==> src/rtl/alu_wb_stage.sv <==
// alu_wb_stage: retire/writeback stage behind the DSP48E1 execution unit.
// It follows every issued op through the fixed DSP latency. It samples P in
// the op's retire cycle and drives the register-file write port and flags.
// An op whose retire cycle collides with an in-flight op is held off issue.
// Optional feature macro: ALU_WB_FWD_EN adds a combinational bypass port
// (fwd_*) that shows the retiring result one cycle before wb_*.
module alu_wb_stage #(
    parameter int LAT_ALU      = 3,
    parameter int LAT_MUL      = 4,
    parameter int DATA_W       = 32,
    parameter int RD_W         = 5,
    parameter bit R0_HARDWIRED = 1'b1
) (
    input  logic              clk,
    input  logic              rst_n,
    input  logic              issue_valid_i,
    input  logic              issue_usemult_i,
    input  logic              issue_wen_i,
    input  logic [RD_W-1:0]   issue_rd_i,
    output logic              issue_ready_o,
    input  logic              flush_i,
    input  logic [47:0]       p_i,
    output logic              wb_we_o,
    output logic [RD_W-1:0]   wb_rd_o,
    output logic [DATA_W-1:0] wb_data_o,
    output logic              wb_zero_o,
    output logic              wb_neg_o,
    output logic              wb_carry_o,
`ifdef ALU_WB_FWD_EN
    output logic              fwd_valid_o,
    output logic [RD_W-1:0]   fwd_rd_o,
    output logic [DATA_W-1:0] fwd_data_o,
`endif
    output logic              inflight_o
);

    // A retiring op writes only if it asked to write and does not target a
    // hardwired-zero r0.
    function automatic logic rd_writes(input logic wen, input logic [RD_W-1:0] rd);
        return wen & ~(R0_HARDWIRED & (rd == {RD_W{1'b0}}));
    endfunction

    // Retire slots: index k means "retires k cycles from now".
    logic [LAT_MUL:1]           busy_q, busy_d;
    logic [LAT_MUL:1]           wen_q,  wen_d;
    logic [LAT_MUL:1][RD_W-1:0] rd_q,   rd_d;
    logic                       inflight_q;
    logic                       issue_acc_s;

    logic              wb_we_q;
    logic [RD_W-1:0]   wb_rd_q;
    logic [DATA_W-1:0] wb_data_q;
    logic              wb_zero_q;
    logic              wb_neg_q;
    logic              wb_carry_q;

    // The upper P bits are not architectural. They are deliberately dropped.
    logic              unused_p_s;
    assign unused_p_s = ^p_i[47:DATA_W+1];

    // After the shift, slot L must be free. Slot L holds what slot L+1 holds
    // now. A mult uses the deepest slot, so it never stalls.
    assign issue_ready_o = issue_usemult_i ? 1'b1 : ~busy_q[LAT_ALU+1];
    assign issue_acc_s   = issue_valid_i & issue_ready_o & ~flush_i;

    // Next slot state: shift toward retire, then insert the accepted op or flush.
    always_comb begin
        busy_d = {1'b0, busy_q[LAT_MUL:2]};
        wen_d  = {1'b0, wen_q[LAT_MUL:2]};
        rd_d   = {{RD_W{1'b0}}, rd_q[LAT_MUL:2]};
        if (flush_i) begin
            busy_d = {LAT_MUL{1'b0}};
        end else if (issue_acc_s) begin
            if (issue_usemult_i) begin
                busy_d[LAT_MUL] = 1'b1;
                wen_d[LAT_MUL]  = issue_wen_i;
                rd_d[LAT_MUL]   = issue_rd_i;
            end else begin
                busy_d[LAT_ALU] = 1'b1;
                wen_d[LAT_ALU]  = issue_wen_i;
                rd_d[LAT_ALU]   = issue_rd_i;
            end
        end else begin
            busy_d = busy_d;
        end
    end

    // Slot pipeline registers and the busy summary.
    always_ff @(posedge clk or negedge rst_n) begin
        if (!rst_n) begin
            busy_q     <= {LAT_MUL{1'b0}};
            wen_q      <= {LAT_MUL{1'b0}};
            rd_q       <= {(LAT_MUL*RD_W){1'b0}};
            inflight_q <= 1'b0;
        end else begin
            busy_q     <= busy_d;
            wen_q      <= wen_d;
            rd_q       <= rd_d;
            inflight_q <= |busy_d;
        end
    end

    // Writeback registers. They sample slot 1 and P when an op retires.
    // Otherwise they hold, and only the write enable drops.
    always_ff @(posedge clk or negedge rst_n) begin
        if (!rst_n) begin
            wb_we_q    <= 1'b0;
            wb_rd_q    <= {RD_W{1'b0}};
            wb_data_q  <= {DATA_W{1'b0}};
            wb_zero_q  <= 1'b0;
            wb_neg_q   <= 1'b0;
            wb_carry_q <= 1'b0;
        end else if (busy_q[1]) begin
            wb_we_q    <= rd_writes(wen_q[1], rd_q[1]);
            wb_rd_q    <= rd_q[1];
            wb_data_q  <= p_i[DATA_W-1:0];
            wb_zero_q  <= (p_i[DATA_W-1:0] == {DATA_W{1'b0}});
            wb_neg_q   <= p_i[DATA_W-1];
            wb_carry_q <= p_i[DATA_W];
        end else begin
            wb_we_q    <= 1'b0;
        end
    end

    assign wb_we_o    = wb_we_q;
    assign wb_rd_o    = wb_rd_q;
    assign wb_data_o  = wb_data_q;
    assign wb_zero_o  = wb_zero_q;
    assign wb_neg_o   = wb_neg_q;
    assign wb_carry_o = wb_carry_q;
    assign inflight_o = inflight_q;

`ifdef ALU_WB_FWD_EN
    // Bypass: this is the result being written at the coming edge.
    assign fwd_valid_o = busy_q[1] & rd_writes(wen_q[1], rd_q[1]);
    assign fwd_rd_o    = rd_q[1];
    assign fwd_data_o  = p_i[DATA_W-1:0];
`endif

endmodule

==> config.mk <==
export PLATFORM = sky130hd
export DESIGN_NAME = alu_wb_stage
export DESIGN_NICKNAME = d
export VERILOG_FILES = /design/src/rtl/alu_wb_stage.sv
export SDC_FILE = /design/constraint.sdc
export NUM_CORES = 1
export LEC_CHECK = 0
export ABC_AREA = 1
export BUFFER_PORTS_ARGS = -buffer_cell sky130_fd_sc_hd__buf_2
export CAP_MARGIN = 10
export CORE_MARGIN = 2
export CORE_UTILIZATION = 33
export CTS_CLUSTER_SIZE = 30
export DETAILED_ROUTE_END_ITERATION = 8
export RECOVER_POWER = 25
export SLEW_MARGIN = 10
export SYNTH_ARGS = -nofsm -noshare
export SYNTH_HDL_FRONTEND = slang
export SYNTH_SLANG_ARGS = --single-unit
==> constraint.sdc <==
create_clock -name clk -period 1.2 [get_ports clk]
set_input_delay 0 -clock clk [delete_from_list [all_inputs] [get_ports clk]]
set_output_delay 0 -clock clk [all_outputs]
set_load 0.02 [all_outputs]
Word level (Yosys, flattened, before mapping)
Cells that the tools add are included.

operators by class
  mux-type cells = 14
  bitwise gates (word level) = 6
  reductions and logical operators = 3

operator list
  cell              number
  $logic_not 32->1  1
  $mux 10           2
  $mux 5            2
  $mux 1            6
  $mux 2            3
  $logic_not 5->1   1
  $mux 4            1
  $reduce_or 4->1   1
  $and 1x1->1       3
  $not 1->1         3

storage, ports and cells
  bits in registers = 70
  input port bits = 59
  output and inout port bits = 43
  logic and storage cells = 36

Depth between registers and ports, before layout
  depth in word-level cells = 7
  mapped depth = 8
  mapped depth without buffers = 7

Least setup slack after synthesis
OpenSTA, ideal clock, no wires.

  path type = reg-to-reg
  start = reg busy_q[4] in the netlist's numbering
  end = reg rd_q (netlist bit rd_d[8])
  library setup time = 0.117 ns
  arrival = 0.964 ns
  data required time = 1.083 ns
  slack = 0.119 ns
  stages on the path, launching flop included = 8
  buffers on the path = 1
  clock period less this slack = 1.081 ns
  path through = dfrtp_1 nand2_2 nand3_2 inv_1 nand2_2 buf_6 nand2_1 o21ai_2

RTL lines
  element                 line  source
  start, declared         44    logic [LAT_MUL:1] busy_q, busy_d;
  start signal, assigned  91    busy_q <= {LAT_MUL{1'b0}};
  start signal, assigned  96    busy_q <= busy_d;
  end signal, assigned    93    rd_q <= {(LAT_MUL*RD_W){1'b0}};
  end signal, assigned    98    rd_q <= rd_d;
  end, declared           46    logic [LAT_MUL:1][RD_W-1:0] rd_q, rd_d;

==> results.md <==
* Most frequent CP cell: nand3_1
* Number of max-cap violations at 0
* Routing usage on met1 at 0.181
* Num ports at 102
* WP data required at between 1 and 1.5 ns
* Critical path's slowest cell: dfrtp_2
* Final setup fails at 0
* Status: complete, no violations
* All-Layer GR Usage at 0.146
* Fmax achieved at 913 MHz
* Yosys top cell by area: dfrtp_1
* Die area at between 0.008 and 0.009 mm²
* P_leak at 2.11 nW
* CP endpoint kind: register
* # diodes at 0
* Core Box Area at 0.00765 mm²
* Hold Crit Class: in -> async
* First-pass GRT wire length at 9.54 mm
* Kind of critical path: reg -> reg
* Worst R2R End: wb_zero_o$_DFFE_PN0P_
* Starting density of the core at 0.336
* VDD IR max at approximately 0.00058 V
* CTS root buffer: clkbuf_8
* CTS tree: yes
* Synth Cell Area at between 0.002 and 0.003 mm²
* DRC errors left at 0
* Drt first pass iters at 4
* Final Max Tran Viols at 0
* Die W at 92.2 µm
* Synth top area share at 0.672
* Final WL at just under 6 mm
* Via Count at between 2,000 and 2,500
* Multi-input gate area at 694 µm²
* Drt via density at 4.15
* Sequential share of the synthesized area at 0.672
* Power Total at 6.21 mW
* Final hold slack at 0.324 ns
* Routability Congestion at 0.760
* Worst path bufs/invs at 1
* Initial antenna violation count at 0
* Nets@finish at between 400 and 500
* Yosys reg bits at 69
* Period utilisation layout at 0.913
* H-Tree Depth at 3
* CP max FO at 13
* Reg2reg path depth at 5
* CP peak stage delay at between 0.4 and 0.5 ns
* Commonest non-fill, non-tap cell in the layout: nand2_1
* Routed Antenna Nets at 0
* Vias in the first global route at slightly above 2,000
* Max-slew headroom at 0.516
* Hpwl dp at roughly 3.7 mm
* Power density over the cells at 1630 mW/mm²
* Grt total ovfl at 0
* FF-to-FF Start: busy_q[1]$_DFF_PN0_
* WL/cell at 11.5 µm
* Finished Layout Cells at 514
* Clock buffer depth at 2
* Post-Syn Nets at 329
* TNS Setup at 0 ns
* Fillers at 718
* Flip-flop and latch area at 0.00173 mm²
* Top Family by Delay on Critical Path: flip-flops
* Met2 Use GR at 0.235
* Met3 Use GR at 0.0370
* Dpl cells at about 450
* CP startpoint kind: register
* Largest net degree at the start of global routing at 41
* Row count at 32
* Area Growth Syn to Fin at 48.8%
* Setup repair after global routing missed its margin: false
* Worst-path clk slew at 0.08 ns
* R2r setup slk at approximately 0.10 ns
* Worst endpoint data arrival time at 1.36 ns
* Final Skew at 0.00759 ns
* Share of cells above drive strength 1 at 0.291
* CTS Buf Count at 9
* Slew at the pin closest to its max-slew limit at 0.726 ns
* Hold Vio Cnt, Final at 0
* Ys Warns at 0
* Util after Layout at 0.500
* Synth area leaders: dfrtp_1, nand2_1, nor2_1, inv_1, o21ai_2
* Post-synthesis cell count at 270
* Minimum clock period at 1.10 ns
* Clk_lat worst skew at 0.34 ns
* # port buffers at 86
* Starting DRT DRC Count at 75
* Count of cell types in the netlist at 17
* Mean post-synth cell area at 9.51 µm²
* Most frequent cells in the layout: nand2_1, buf_2, dfrtp_1
* Worst path cell trace: buf_12 > nand3_1 > nor2_1 > nand3_1 > o21bai_1
* Die H at 92.2 µm
* TritonCTS sink count at 69
* Busiest grt layer: met2
==> power breakdown <==
part	internal, mW	leakage [nW]	total (mW)	switching (mW)
registers	2.65	0.891	2.82	0.162
logic	0.496	1.11	1.29	0.798
clock network	1.28	0.116	2.10	0.826
==> cell usage after synthesis <==
library cell and instances:
nand4_1 1, buf_2 2, dfrtp_1 69, o21ai_0 10
inv_2 2, o21ai_2 6, o21bai_1 1, buf_4 3
inv_1 23, nand3_1 4, nand3_2 1, nor2_1 28
nand2_2 2, nand2_1 112, clkbuf_1 4, nor3_1 1
buf_6 1
==> per-layer routing <==
layer	vias up	share of wire	wire length, µm
met5	-	0	0
met4	0	0.015	89
met3	7	0.061	358
met2	67	0.47	2780
met1	976	0.45	2690
li1	1083	-	-
==> how the worst max path moves through the flow <==
stage                              startpoint               endpoint  slack [ns]  cells past startpoint
after CTS                 busy_q[1]$_DFF_PN0_  wb_zero_o$_DFFE_PN0P_        0.08                      5
after global placement    busy_q[1]$_DFF_PN0_  wb_zero_o$_DFFE_PN0P_        0.15                      5
after detailed placement  busy_q[1]$_DFF_PN0_  wb_zero_o$_DFFE_PN0P_        0.11                      5
final                     busy_q[1]$_DFF_PN0_  wb_zero_o$_DFFE_PN0P_        0.10                      5
after global routing      busy_q[1]$_DFF_PN0_  wb_zero_o$_DFFE_PN0P_        0.01                      5
after floorplan           busy_q[4]$_DFF_PN0_      rd_d[8]$_DFF_PN0_        0.12                      7
==> cell families (layout without fill, tap and decap cells) <==
logic type / after synthesis / count (layout) / synth area share
compound gates: 17 / 17 / 0.0429
buf+inv: 35 / 177 / 0.0594
simple gates: 149 / 149 / 0.226
flops: 69 / 69 / 0.672
==> final cells by class <==
type / count / area share
clock inverter: 4 / 0.0183
timing repair buffer: 136 / 0.249
inverter: 25 / 0.0245
multi-input combinational: 166 / 0.182
clock buffer: 12 / 0.0406
tap: 102 / 0.0334
sequential: 69 / 0.452
==> per-stage QoR <==
step	area [µm²]	worst slack (ns)
after CTS	3790	0.0849
final	3820	0.104
after global routing	3820	0.0106
after detailed placement	3140	0.107
after floorplan	2570	0.119
after global placement	3140	0.147
==> tightest hold or removal path, delay by kind of cell <==
| kind | cells | cell delay (ns) |
|---|---|---|
| buf+inv | 3 | 1.12 |
==> flip-flops by register name (all words and copies together) (netlist names) <==
| name | cells |
|---|---|
| wb_rd_o | 5 |
| wb_we_o | 1 |
| rd_q | 10 |
| wb_zero_o | 1 |
| wb_carry_o | 1 |
| wen_q | 4 |
| wb_data_o | 32 |
| rd_d | 10 |
| busy_q | 4 |
| inflight_o | 1 |
==> repair_timing <==
item,in CTS,in global routing
hold buffers,43,0
setup buffers,0,0
endpoints found under the hold margin,118,0
resized for setup,0,2
setup endpoints to repair,0,2
Power figures use the tool's default switching activity.
